File: config.mk
export PLATFORM = sky130hd
export DESIGN_NAME = keypad_input
export DESIGN_NICKNAME = d
export VERILOG_FILES = /design/src/rtl/keypad_input.sv
export SDC_FILE = /design/constraint.sdc
export NUM_CORES = 1
export LEC_CHECK = 0
export BUFFER_PORTS_ARGS = -buffer_cell sky130_fd_sc_hd__buf_2
export CORE_MARGIN = 4
export CORE_UTILIZATION = 40
export DETAILED_ROUTE_END_ITERATION = 7
export SETUP_SLACK_MARGIN = 0.5
export SLEW_MARGIN = 10
export SYNTH_ARGS = -nofsm -noshare
export SYNTH_HDL_FRONTEND = slang
export SYNTH_SLANG_ARGS = --single-unit
File: constraint.sdc
create_clock -name clk -period 3.93 [get_ports clk]
set_clock_uncertainty 0.2 [all_clocks]
set_input_delay 0.1965 -clock clk [delete_from_list [all_inputs] [get_ports clk]]
set_output_delay 0.1965 -clock clk [all_outputs]
set_load 0.02 [all_outputs]
File: src/rtl/keypad_input.sv
// 4x4 matrix keypad scanner with debounce, hex-digit accumulator and a
// valid/read handoff to the CPU. Optional auto-repeat via KEYPAD_AUTOREPEAT_EN.
module keypad_input #(
  parameter int SCAN_DIV     = 1000,
  parameter int DEBOUNCE_CNT = 20000,
  parameter int REPEAT_CNT   = 200000
) (
  input  logic        clk,
  input  logic        rst,
  input  logic [3:0]  key_row,
  output logic [3:0]  key_col,
  input  logic        rd_en,
  output logic [31:0] in_data,
  output logic        in_valid,
  output logic [31:0] acc,
  output logic [3:0]  digit_count,
  output logic        key_strobe,
  output logic [3:0]  key_code
);

  localparam int SW = $clog2(SCAN_DIV + 1);
  localparam int DW = $clog2(DEBOUNCE_CNT + 1);

  if (SCAN_DIV < 1 || DEBOUNCE_CNT < 1 || REPEAT_CNT < 1) begin : g_bad_params
    $error("keypad_input: SCAN_DIV, DEBOUNCE_CNT and REPEAT_CNT must be >= 1");
  end

  typedef enum logic [1:0] {SCAN, DEBOUNCE, HOLD, RELEASE} state_t;

  state_t        state;
  logic [3:0]    row_meta;
  logic [3:0]    srow;
  logic [3:0]    pat;
  logic [SW-1:0] scan_cnt;
  logic [DW-1:0] deb_cnt;
  logic [1:0]    row_idx;
  logic [1:0]    col_idx;
  logic          ev;
  logic [3:0]    ev_code;

`ifdef KEYPAD_AUTOREPEAT_EN
  localparam int RW = $clog2(REPEAT_CNT + 1);
  logic [RW-1:0] rep_cnt;
`endif

  always_ff @(posedge clk or posedge rst) begin
    if (rst) begin
      row_meta <= '1;
      srow     <= '1;
    end else begin
      row_meta <= key_row;
      srow     <= row_meta;
    end
  end

  // Lowest low row wins when several rows are pressed in the frozen column.
  always_comb begin
    row_idx = 2'd3;
    if (!pat[2]) row_idx = 2'd2;
    if (!pat[1]) row_idx = 2'd1;
    if (!pat[0]) row_idx = 2'd0;
    col_idx = 2'd3;
    if (!key_col[2]) col_idx = 2'd2;
    if (!key_col[1]) col_idx = 2'd1;
    if (!key_col[0]) col_idx = 2'd0;
    ev      = (state == DEBOUNCE) && (srow == pat) && (deb_cnt == DW'(DEBOUNCE_CNT - 1));
    ev_code = {row_idx, col_idx};
`ifdef KEYPAD_AUTOREPEAT_EN
    if (state == HOLD && srow != 4'hF && rep_cnt == RW'(REPEAT_CNT - 1) && key_code < 4'hE) begin
      ev      = 1'b1;
      ev_code = key_code;
    end
`endif
  end

  always_ff @(posedge clk or posedge rst) begin
    if (rst) begin
      state       <= SCAN;
      key_col     <= 4'b1110;
      pat         <= '1;
      scan_cnt    <= '0;
      deb_cnt     <= '0;
      in_data     <= '0;
      in_valid    <= 1'b0;
      acc         <= '0;
      digit_count <= '0;
      key_strobe  <= 1'b0;
      key_code    <= '0;
`ifdef KEYPAD_AUTOREPEAT_EN
      rep_cnt     <= '0;
`endif
    end else begin
      key_strobe <= ev;
      if (rd_en && in_valid) in_valid <= 1'b0;

      if (ev) begin
        key_code <= ev_code;
        if (ev_code == 4'hF) begin
          // A read on the same cycle frees the slot, so ENT may reload it.
          if (!in_valid || rd_en) begin
            in_data     <= acc;
            in_valid    <= 1'b1;
            acc         <= '0;
            digit_count <= '0;
          end
        end else if (ev_code == 4'hE) begin
          acc         <= '0;
          digit_count <= '0;
        end else if (digit_count < 4'd8) begin
          acc         <= {acc[27:0], ev_code};
          digit_count <= digit_count + 4'd1;
        end
      end

      case (state)
        SCAN: begin
          if (scan_cnt == SW'(SCAN_DIV - 1)) begin
            scan_cnt <= '0;
            if (srow != 4'hF) begin
              pat     <= srow;
              deb_cnt <= '0;
              state   <= DEBOUNCE;
            end else begin
              key_col <= {key_col[2:0], key_col[3]};
            end
          end else begin
            scan_cnt <= scan_cnt + 1'b1;
          end
        end
        DEBOUNCE: begin
          if (srow != pat) begin
            state    <= SCAN;
            scan_cnt <= '0;
          end else if (deb_cnt == DW'(DEBOUNCE_CNT - 1)) begin
            state   <= HOLD;
            deb_cnt <= '0;
`ifdef KEYPAD_AUTOREPEAT_EN
            rep_cnt <= '0;
`endif
          end else begin
            deb_cnt <= deb_cnt + 1'b1;
          end
        end
        HOLD: begin
          if (srow == 4'hF) begin
            state   <= RELEASE;
            deb_cnt <= '0;
          end
`ifdef KEYPAD_AUTOREPEAT_EN
          else if (rep_cnt == RW'(REPEAT_CNT - 1)) rep_cnt <= '0;
          else rep_cnt <= rep_cnt + 1'b1;
`endif
        end
        RELEASE: begin
          if (srow != 4'hF) begin
            state <= HOLD;
`ifdef KEYPAD_AUTOREPEAT_EN
            rep_cnt <= '0;
`endif
          end else if (deb_cnt == DW'(DEBOUNCE_CNT - 1)) begin
            state    <= SCAN;
            scan_cnt <= '0;
            deb_cnt  <= '0;
            key_col  <= {key_col[2:0], key_col[3]};
          end else begin
            deb_cnt <= deb_cnt + 1'b1;
          end
        end
        default: state <= SCAN;
      endcase
    end
  end

endmodule

==> results of run 1 <==
[area by class of cell]
cell class,count,share of cell area
Timing Repair Buffer,104,0.0955
Sequential cell,117,0.461
Clock inverter,13,0.0172
Clock buffer,19,0.0693
Multi-Input combinational cell,264,0.317
Tap cell,172,0.0337
Inverter,10,0.00646
[worst max-delay path: stages, from the launching register on]
cell and delay [ps]:
dfrtp_1 390, ha_1 250, nand4_1 290, nor4_4 440, nand3_2 380, nor3_4 230, buf_4 210, buf_12 180
mux2_2 340
[sequential cells by signal, indices dropped and copies added (netlist names)]
register and count:
acc 32, in_data 32, deb_cnt 15, scan_cnt 10, digit_count 4, key_code 4
key_col 4, pat 4, row_meta 4, srow 4, state 2, in_valid 1
key_strobe 1
[power groups by stage]
stage                     sequential (W)  combinational, W  clock (W)
after floorplan                  0.00124         0.0000215          0
final                            0.00122         0.0000382    0.00141
after detailed placement         0.00124         0.0000356          0
after CTS                        0.00122         0.0000403    0.00145
after global placement           0.00124         0.0000350          0
after global routing             0.00122         0.0000445    0.00151
[path summary, 6_finish.rpt]
path                                     to  slack, ps  cells past startpoint
worst min register to register      srow[2]        160                      0
min in group asynchronous          in_valid        240                      4
worst min-delay path                srow[2]        160                      0
worst max-delay path            in_data[26]        870                      8
max in group asynchronous        in_data[1]       2720                      4
worst max register to register  in_data[26]        870                      8
[stage by stage]
step	total power [W]	area (um^2)	cells	utilization
after detailed placement	0.00127	5730	654	0.456
after CTS	0.00271	6340	692	0.505
after global routing	0.00277	6390	699	0.509
final	0.00267	6390	699	0.509
after global placement	0.00127	5730	654	0.456
after floorplan	0.00126	5130	410	-
[cells in the final DEF (no fill, tap or decap), types with 4 or more instances in the layout]
cell type        n
o31ai_1         12
nand3_1         15
ha_1             9
dlygate4sd3_1    6
nor3b_1          4
inv_1            9
a221o_1          5
mux2_2          43
nor2b_1          4
nor2_1          16
a21oi_1          6
buf_2           84
and3_1           5
nand2_1         22
xor2_1           4
clkinv_2         6
dfstp_2         15
nand4_1          4
buf_4           12
a22o_1          28
clkbuf_16       17
o21ai_0         32
o41ai_1          5
clkinv_4         4
dfrtp_1        102
[metal layers]
metal / GRT usage / up-vias
li1: - / 1750
met1: 0.212 / 1858
met2: 0.241 / 99
met3: 0.0536 / 18
met4: 0.0672 / 0
met5: 0 / -
[cells by family (layout without fill, tap and decap cells)]
logic type                 Yosys count  in the layout  share of synthesized area
xor gates and xnor gates             4              4                    0.00684
and+or+nand+nor                     94             94                      0.105
muxes                               46             46                      0.102
buffers and inverters               29            146                     0.0317
AOI/OAI and AO/OA                  111            111                      0.158
DFF                                117            117                      0.575
adders and majority gates            9              9                     0.0220
[what timing repair did]
action	CTS	global route
hold buffers	6	0
endpoints found under the setup margin	0	23
setup buffers	0	7
endpoints found under the hold margin	122	0
==> run_results.csv, run 1 <==
group,metric,value,unit
outcome,status,"finished, final reports clean",
setup_path,arrival,3160,ps
layout,fin_nets,530,
placement,dp_hpwl,7580,um
synth,synth_top_cell_by_area,"dfrtp_1",
die,ios,85,
power,p_int,0.00210,W
synth,synth_ff_type,"dfrtp_1",
global_route,grt_pass1_vias,3548,
power,p_comb_frac,0.014,
die,die-area,0.0147,mm^2
layout,multi_input_area,0.00203,mm^2
clock_tree,tritoncts,"built",
drt,vias,3725,
drt,drt_iter0_markers,244,
flow_run,max_cap_viol_count,0,
global_route,antenna_found_initial,0,
synth,yosys.cell_types.count,56,
synth,synth_area_per_cell,12.5,um^2
placement,numPortBuffers,84,
timing,hold_viol_final,0,
die,initial_core_util,0.408,
clock_tree,clk_path_buf_depth,2,
layout,syn_to_final_growth,24.8,%
timing,slew_headroom,0.569,
global_route,grt_pass1_wl,18400,um
setup_path,cp_max_fo,23,
setup_path,reg2reg_from,"deb_cnt[0]",
setup_path,start_kind,"register",
timing,min_period_over_period,0.779,
drt,drc,0,
drt,wl_met3,582,um
synth,yosysMostFrequentCell,"dfrtp_1",
synth,syn_inst,410,
layout,fillers,1114,
timing,rsz0062_at_grt,"false",
placement,dp_slack,609,ps
placement,gp_congestion,0.791,
setup_path,critPathKind,"register to register",
drt,wl_per_cell,15.8,um
power,p_per_area,417,mW/mm^2
synth,ys_seq_area_frac,0.575,
synth,netlist_area,0.00512,mm^2
clock_tree,insertion_delay,410,ps
power,switching_power,0.000564,W
clock_tree,cts_resized,0,
timing,drv_slew,0,
synth,ys_top_cells_by_count,"dfrtp_1 (102), mux2_2 (43), o21ai_0 (32)",
power,power_frac_seq,0.456,
min_path,min_path_type,"register to register",
synth,yosys_warnings,0,
drt,dr.max_layer_used,"met4",
layout,ff_latch_area,0.00295,mm^2
drt,wl_met1,5050,um
timing,setup_ws,867,ps
power,power_frac_clock,0.529,
layout,antenna_cells,0,
timing,fin_crit,3060,ps
synth,synth_seq_cells,117,
global_route,grt_usage,0.160,
timing,hold_slack,159,ps
setup_path,endpoint_kind,"register",
min_path,min_from,"row_meta[2]",
synth,async_flop_share,1.00,
drt,wl,11100,um
setup_path,crit_start,"deb_cnt[0]",
layout,layout-drive-gt1-share,0.380,
die,die_h,121,um
drt,vias_per_cell,5.33,
power,p_leak,3.14,nW
clock_tree,clkTransAtPathRegs,50,ps
synth,synth_edf_count,0,
clock_tree,cts_made_buffers,17,
timing,fmax,0.326,GHz
drt,antenna_left,0,
die,rows,41,
global_route,grt_start_max_net_pins,65,
synth,synth_top_area_share,0.498,
synth,synth_nets,426,
power,irDropWorstVdd,0.221,mV
die,chipWidth,121,um
synth,synth_area_leaders,"dfrtp_1 (50%), mux2_2 (9.5%), dfstp_2 (7.7%)",
timing,finalSetupViolCount,0,
clock_tree,cts_root_buf,"clkbuf_16",
setup_path,cp_data_required_time,4020,ps
clock_tree,cts.sink_count,117,
timing,finalSetupTns,0,ps
die,coreArea,0.0126,mm^2
global_route,gr-total-overflow,0,
power,sw_frac_of_total,0.211,
clock_tree,h-tree-depth,4,
timing,worst_slew_pin_slew,646,ps
drt,wl_met2,5270,um
drt,drt_pass1_iterations,4,
Note: power is estimated with default switching activity, not from simulation.
==> inputs of run 2 (changes only) <==
--- a/config.mk
+++ b/config.mk
@@ -5,6 +5,7 @@
 export SDC_FILE = /design/constraint.sdc
 export NUM_CORES = 1
 export LEC_CHECK = 0
+export ABC_AREA = 1
 export BUFFER_PORTS_ARGS = -buffer_cell sky130_fd_sc_hd__buf_2
 export CORE_MARGIN = 4
 export CORE_UTILIZATION = 40
==> constraint.sdc (replaced) <==
create_clock -name clk -period 2.7 [get_ports clk]
set_clock_uncertainty 0.2 [all_clocks]
set_input_delay 0.135 -clock clk [delete_from_list [all_inputs] [get_ports clk]]
set_output_delay 0.135 -clock clk [all_outputs]
set_load 0.02 [all_outputs]
==> run_results.csv, run 2 <==
group,metric,value,unit
die,rows,44,
outcome,status,"finished, final reports clean",
synth,synth_ff_type,"dfrtp_1",
timing,rsz0062_at_grt,"true",
drt,drt_pass1_iterations,5,
layout,antenna_cells,0,
setup_path,r2r_cells,11,
timing,worst_slew_pin_slew,804,ps
clock_tree,tritoncts,"built",
setup_path,cp_data_required_time,2800,ps
synth,yosysMostFrequentCell,"nand2_1",
synth,ys_seq_area_frac,0.491,
synth,synth_seq_cells,117,
flow_run,max_cap_viol_count,0,
global_route,antenna_found_initial,0,
min_path,min_path_type,"primary input to register",
power,power_frac_seq,0.419,
placement,dp_hpwl,9820,um
power,p_leak,3.86,nW
power,p_int,0.00335,W
synth,yosys_warnings,0,
clock_tree,h-tree-depth,4,
power,p_comb_frac,0.015,
layout,fin_nets,852,
power,sw_frac_of_total,0.206,
drt,vias,5132,
synth,async_flop_share,1.00,
die,die-area,0.0170,mm^2
setup_path,start_kind,"register",
setup_path,critPathKind,"register to register",
die,die_h,130,um
timing,finalSetupTns,0,ps
global_route,grt_usage,0.176,
clock_tree,clkTransAtPathRegs,50,ps
synth,synth_area_leaders,"dfrtp_1 (43%), nand2_1 (18%), dfstp_2 (6.6%)",
timing,hold_viol_final,0,
synth,ys_top_cells_by_count,"nand2_1 (283), dfrtp_1 (102), nor2_1 (51)",
layout,fillers,1351,
setup_path,arrival,2150,ps
timing,drv_slew,0,
clock_tree,cts.sink_count,117,
min_path,hold_end,"in_valid",
clock_tree,clk_path_buf_depth,2,
timing,fin_crit,2040,ps
layout,final_cell_mix,"nand2_1 (282), dfrtp_1 (101), buf_2 (84), inv_1 (49), nor2_1 (49)",
drt,drt_iter0_markers,349,
global_route,gr-total-overflow,0,
setup_path,endpoint_kind,"register",
layout,layout-drive-gt1-share,0.284,
placement,placed_cells,988,
setup_path,worstReg2RegEnd,"acc[7]",
min_path,min_path_cells,5,
layout,syn_to_final_growth,23.9,%
clock_tree,cts_root_buf,"clkbuf_16",
die,coreArea,0.0146,mm^2
placement,dp_slack,387,ps
drt,wl_per_cell,13.9,um
die,chipWidth,130,um
setup_path,rrSetupSlack,660,ps
synth,synth_top_cell_by_area,"dfrtp_1",
synth,synth_area_per_cell,8.17,um^2
layout,layout_commonest_cell,"nand2_1",
power,p_per_area,568,mW/mm^2
setup_path,cp_max_fo,30,
placement,numPortBuffers,84,
timing,min_period_over_period,0.756,
global_route,grt_pass1_wl,23700,um
drt,drc,0,
clock_tree,insertion_delay,420,ps
power,power_frac_clock,0.566,
synth,syn_inst,734,
timing,finalSetupViolCount,0,
timing,fmax,0.490,GHz
global_route,grt_pass1_vias,4918,
synth,synth_edf_count,0,
setup_path,reg2reg_from,"deb_cnt[0]",
die,ios,85,
layout,biggestRegsByFlops,"acc x32, in_data x32, deb_cnt x15",
layout,stdcell_count,1033,
drt,vias_per_cell,4.97,
power,irDropWorstVdd,0.437,mV
min_path,min_from,"rd_en",
drt,wl,14400,um
drt,antenna_left,0,
global_route,grt_start_max_net_pins,43,
die,initial_core_util,0.411,
placement,gp_congestion,0.856,
power,switching_power,0.000871,W
synth,yosys.cell_types.count,33,
synth,synth_nets,750,
synth,synth_top_area_share,0.426,
synth,netlist_area,0.00600,mm^2
clock_tree,cts_made_buffers,17,
timing,setup_ws,658,ps
timing,slew_headroom,0.463,
## run 2: changes by cell type in the layout (fill, tap and decap cells not counted), sizes merged, moves of 28 or more
cell and delta:
nand2 +294, a22o -28, inv +46, nand4 +38, mux2 -45, nor2 +41
## run 2: cell type report
| class | instances | area, um^2 | area share |
|---|---|---|---|
| clock buffers | 20 | 447 | 0.0601 |
| clock inverters | 12 | 178 | 0.0239 |
| inverters | 55 | 210 | 0.0283 |
| multi-input cells | 536 | 2700 | 0.364 |
| flip-flops and latches | 117 | 2950 | 0.397 |
| well taps | 184 | 230 | 0.0310 |
| repair buffers | 109 | 716 | 0.0963 |
## run 2: how the worst max path moves through the flow
stage | start | endpoint | cells after the start
floorplan | deb_cnt[0] | in_data[10] | 11
global placement | deb_cnt[0] | in_data[30] | 11
detailed placement | deb_cnt[0] | in_data[15] | 11
CTS | deb_cnt[0] | acc[5] | 11
global route | pat[1] | acc[4] | 10
finish | deb_cnt[0] | acc[7] | 11
## run 2: worst max-delay path, cell delays in order (launching register included)
cell,delay [ps]
dfrtp_1,370
ha_2,200
nand2_2,90
nor2_4,130
inv_2,60
nor2_2,140
nand2_4,110
nor2_8,160
nand2_4,110
buf_12,200
nand2_1,90
o21ai_2,50
## run 2: cells by family after synthesis
logic type	after synthesis	synth area share
XOR/XNOR	7	0.0102
flip-flops	117	0.491
buffers and inverters	81	0.0626
AO/OA/AOI/OAI	52	0.0667
AND/OR/NAND/NOR	468	0.350
adder cells (fa/ha/maj)	9	0.0188
## run 2: what timing repair did
item	4_1_cts	5_1_grt
pin swaps	0	1
cloned	0	1
buffers inserted	2	5
resized for setup	4	14
endpoints found under the setup margin	61	95
hold endpoints to repair	25	0
hold buffers	5	0
## run 2: per-stage QoR
| step | utilization | power [W] | cell area, um^2 | hold slack [ps] |
|---|---|---|---|---|
| floorplan | - | 0.00183 | 6000 | -60.5 |
| global route | 0.509 | 0.00438 | 7430 | 94.0 |
| CTS | 0.502 | 0.00428 | 7320 | 53.9 |
| global placement | 0.453 | 0.00186 | 6610 | 40.8 |
| finish | 0.509 | 0.00422 | 7430 | 71.9 |
| detailed placement | 0.453 | 0.00186 | 6610 | 44.4 |
## run 2: metal layers
layer | wire length (um) | GRT usage | vias to the layer above
met2 | 6950 | 0.291 | 123
met4 | 173 | 0.0563 | 0
met3 | 814 | 0.0496 | 17
li1 | - | - | 2561
met5 | 0 | 0 | -
met1 | 6440 | 0.226 | 2431
## run 2: power by group through the flow
stage	Combinational (W)	Clock [W]	Sequential [W]
2_1_floorplan	0.0000339	0	0.00180
3_3_place_gp	0.0000575	0	0.00180
3_5_place_dp	0.0000584	0	0.00180
4_1_cts	0.0000641	0.00244	0.00177
5_1_grt	0.0000721	0.00254	0.00177
6_report	0.0000616	0.00239	0.00177
==> inputs of run 3 (changes only) <==
==> constraint.sdc (replaced) <==
create_clock -name clk -period 2 [get_ports clk]
set_clock_uncertainty 0.2 [all_clocks]
set_input_delay 0.1 -clock clk [delete_from_list [all_inputs] [get_ports clk]]
set_output_delay 0.1 -clock clk [all_outputs]
set_load 0.02 [all_outputs]
==> run_results.csv, run 3 (synthesis results as in run 2) <==
group,metric,value,unit
clock_tree,cts.sink_count,117,
timing,min_period_over_period,0.969,
setup_path,r2r_cells,11,
clock_tree,clkTransAtPathRegs,60,ps
power,p_leak,4.22,nW
timing,hold_slack,-32.7,ps
timing,fin_crit,1940,ps
clock_tree,cts_made_buffers,17,
global_route,grt_pass1_vias,5012,
min_path,min_from,"rd_en",
setup_path,cp_data_required_time,2100,ps
global_route,grt_usage,0.183,
placement,place_area,0.00682,mm^2
drt,vias,5377,
layout,antenna_cells,0,
drt,drt_iter0_markers,243,
layout,biggestRegsByFlops,"acc x32, in_data x32, deb_cnt x15",
setup_path,critPathKind,"register to register",
outcome,violations,"negative hold slack",
outcome,status,"finished, violations left",
timing,drv_slew,0,
setup_path,worstReg2RegEnd,"digit_count[2]",
layout,layout-drive-gt1-share,0.406,
layout,fillers,1288,
global_route,grt_start_max_net_pins,118,
power,p_per_area,696,mW/mm^2
layout,fin_nets,885,
placement,dp_hpwl,10100,um
die,die-area,0.0170,mm^2
drt,wl_per_cell,14.6,um
clock_tree,insertion_delay,420,ps
timing,slew_headroom,0.573,
clock_tree,clk_path_buf_depth,2,
setup_path,rrSetupSlack,60,ps
flow_run,max_cap_viol_count,0,
timing,hold_viol_final,1,
drt,antenna_left,0,
clock_tree,cts_root_buf,"clkbuf_16",
placement,gp_congestion,0.878,
die,ios,85,
drt,wl,15600,um
drt,drt_pass1_iterations,4,
timing,worst_slew_pin_slew,641,ps
power,irDropWorstVdd,0.562,mV
placement,numPortBuffers,84,
timing,rsz0062_at_grt,"true",
die,initial_core_util,0.411,
power,finalPower,0.00579,W
clock_tree,h-tree-depth,4,
setup_path,crit_start,"pat[1]",
die,rows,44,
layout,final_cell_area,0.00832,mm^2
min_path,min_path_type,"primary input to register",
setup_path,arrival,2040,ps
global_route,gr-total-overflow,0,
drt,drc,0,
setup_path,endpoint_kind,"register",
setup_path,start_kind,"register",
die,die_h,130,um
clock_tree,tritoncts,"built",
drt,vias_per_cell,5.04,
die,coreArea,0.0146,mm^2
global_route,grt_pass1_wl,24800,um
layout,layout_commonest_cell,"nand2_1",
timing,finalSetupViolCount,0,
layout,syn_to_final_growth,38.8,%
timing,fmax,0.516,GHz
min_path,hold_end,"in_valid",
die,chipWidth,130,um
setup_path,reg2reg_from,"pat[1]",
global_route,antenna_found_initial,0,
min_path,min_path_cells,4,
layout,final_cell_mix,"nand2_1 (226), dfrtp_1 (102), buf_2 (82), nand2_2 (51), nor2_1 (42)",
setup_path,cp_max_fo,13,
-- run 3: cell type report --
class                      count  area, um^2  area share
inverter                      55         218      0.0262
tap                          184         230      0.0277
timing repair buffer         141        1100       0.132
sequential                   117        2950       0.354
clock inverter                13         196      0.0236
clock buffer                  19         453      0.0544
multi-input combinational    537        3180       0.382
-- run 3: worst max-delay path by stage --
stage | to | cells after the start
detailed placement | in_data[21] | 9
CTS | acc[7] | 11
floorplan | acc[5] | 11
finish | digit_count[2] | 11
global placement | in_data[21] | 9
global route | in_data[21] | 11
-- run 3: per-stage QoR --
stage	TNS [ps]	std cells	hold slack (ps)	worst slack (ps)	utilization
2_1_floorplan	0	734	-95.5	157	-
3_3_place_gp	0	1002	5.26	74.8	0.468
3_5_place_dp	0	1002	6.58	7.99	0.468
4_1_cts	0	1053	-51.0	76.3	0.534
5_1_grt	-533	1066	6.71	-34.5	0.570
6_report	0	1066	-32.7	63.0	0.570
-- run 3: report_power, final --
group	total (W)	internal (W)	leakage, nW	switching, W
clock network	0.00331	0.00217	0.311	0.00115
logic	0.0000901	0.0000248	2.34	0.0000652
registers	0.00239	0.00238	1.57	0.00000577
total	0.00579	0.00458	4.22	0.00122
-- run 3: timing repair --
action	in CTS	in global routing
setup buffers	12	9
pin swaps	9	46
hold buffers	5	0
cloned	2	4
endpoints found under the setup margin	111	111
resized for setup	37	113
endpoints found under the hold margin	108	0
-- run 3: worst max-delay path: stages (launching register included) --
cell     delay [ps]
dfstp_2         560
buf_6           110
inv_2            30
nand2_2          40
nand2_2          60
nor2_4          110
nand3_4         110
nor2_8          160
nand2_8         130
buf_12          190
nand2_2          60
o21ai_2          50
-- run 3: metal layers --
| layer | routed length, um | GRT usage | vias to the layer above |
|---|---|---|---|
| met5 | 0 | 0 | - |
| met4 | 208 | 0.0575 | 0 |
| met3 | 848 | 0.0394 | 21 |
| met2 | 7480 | 0.298 | 134 |
| met1 | 7030 | 0.246 | 2596 |
| li1 | - | - | 2626 |
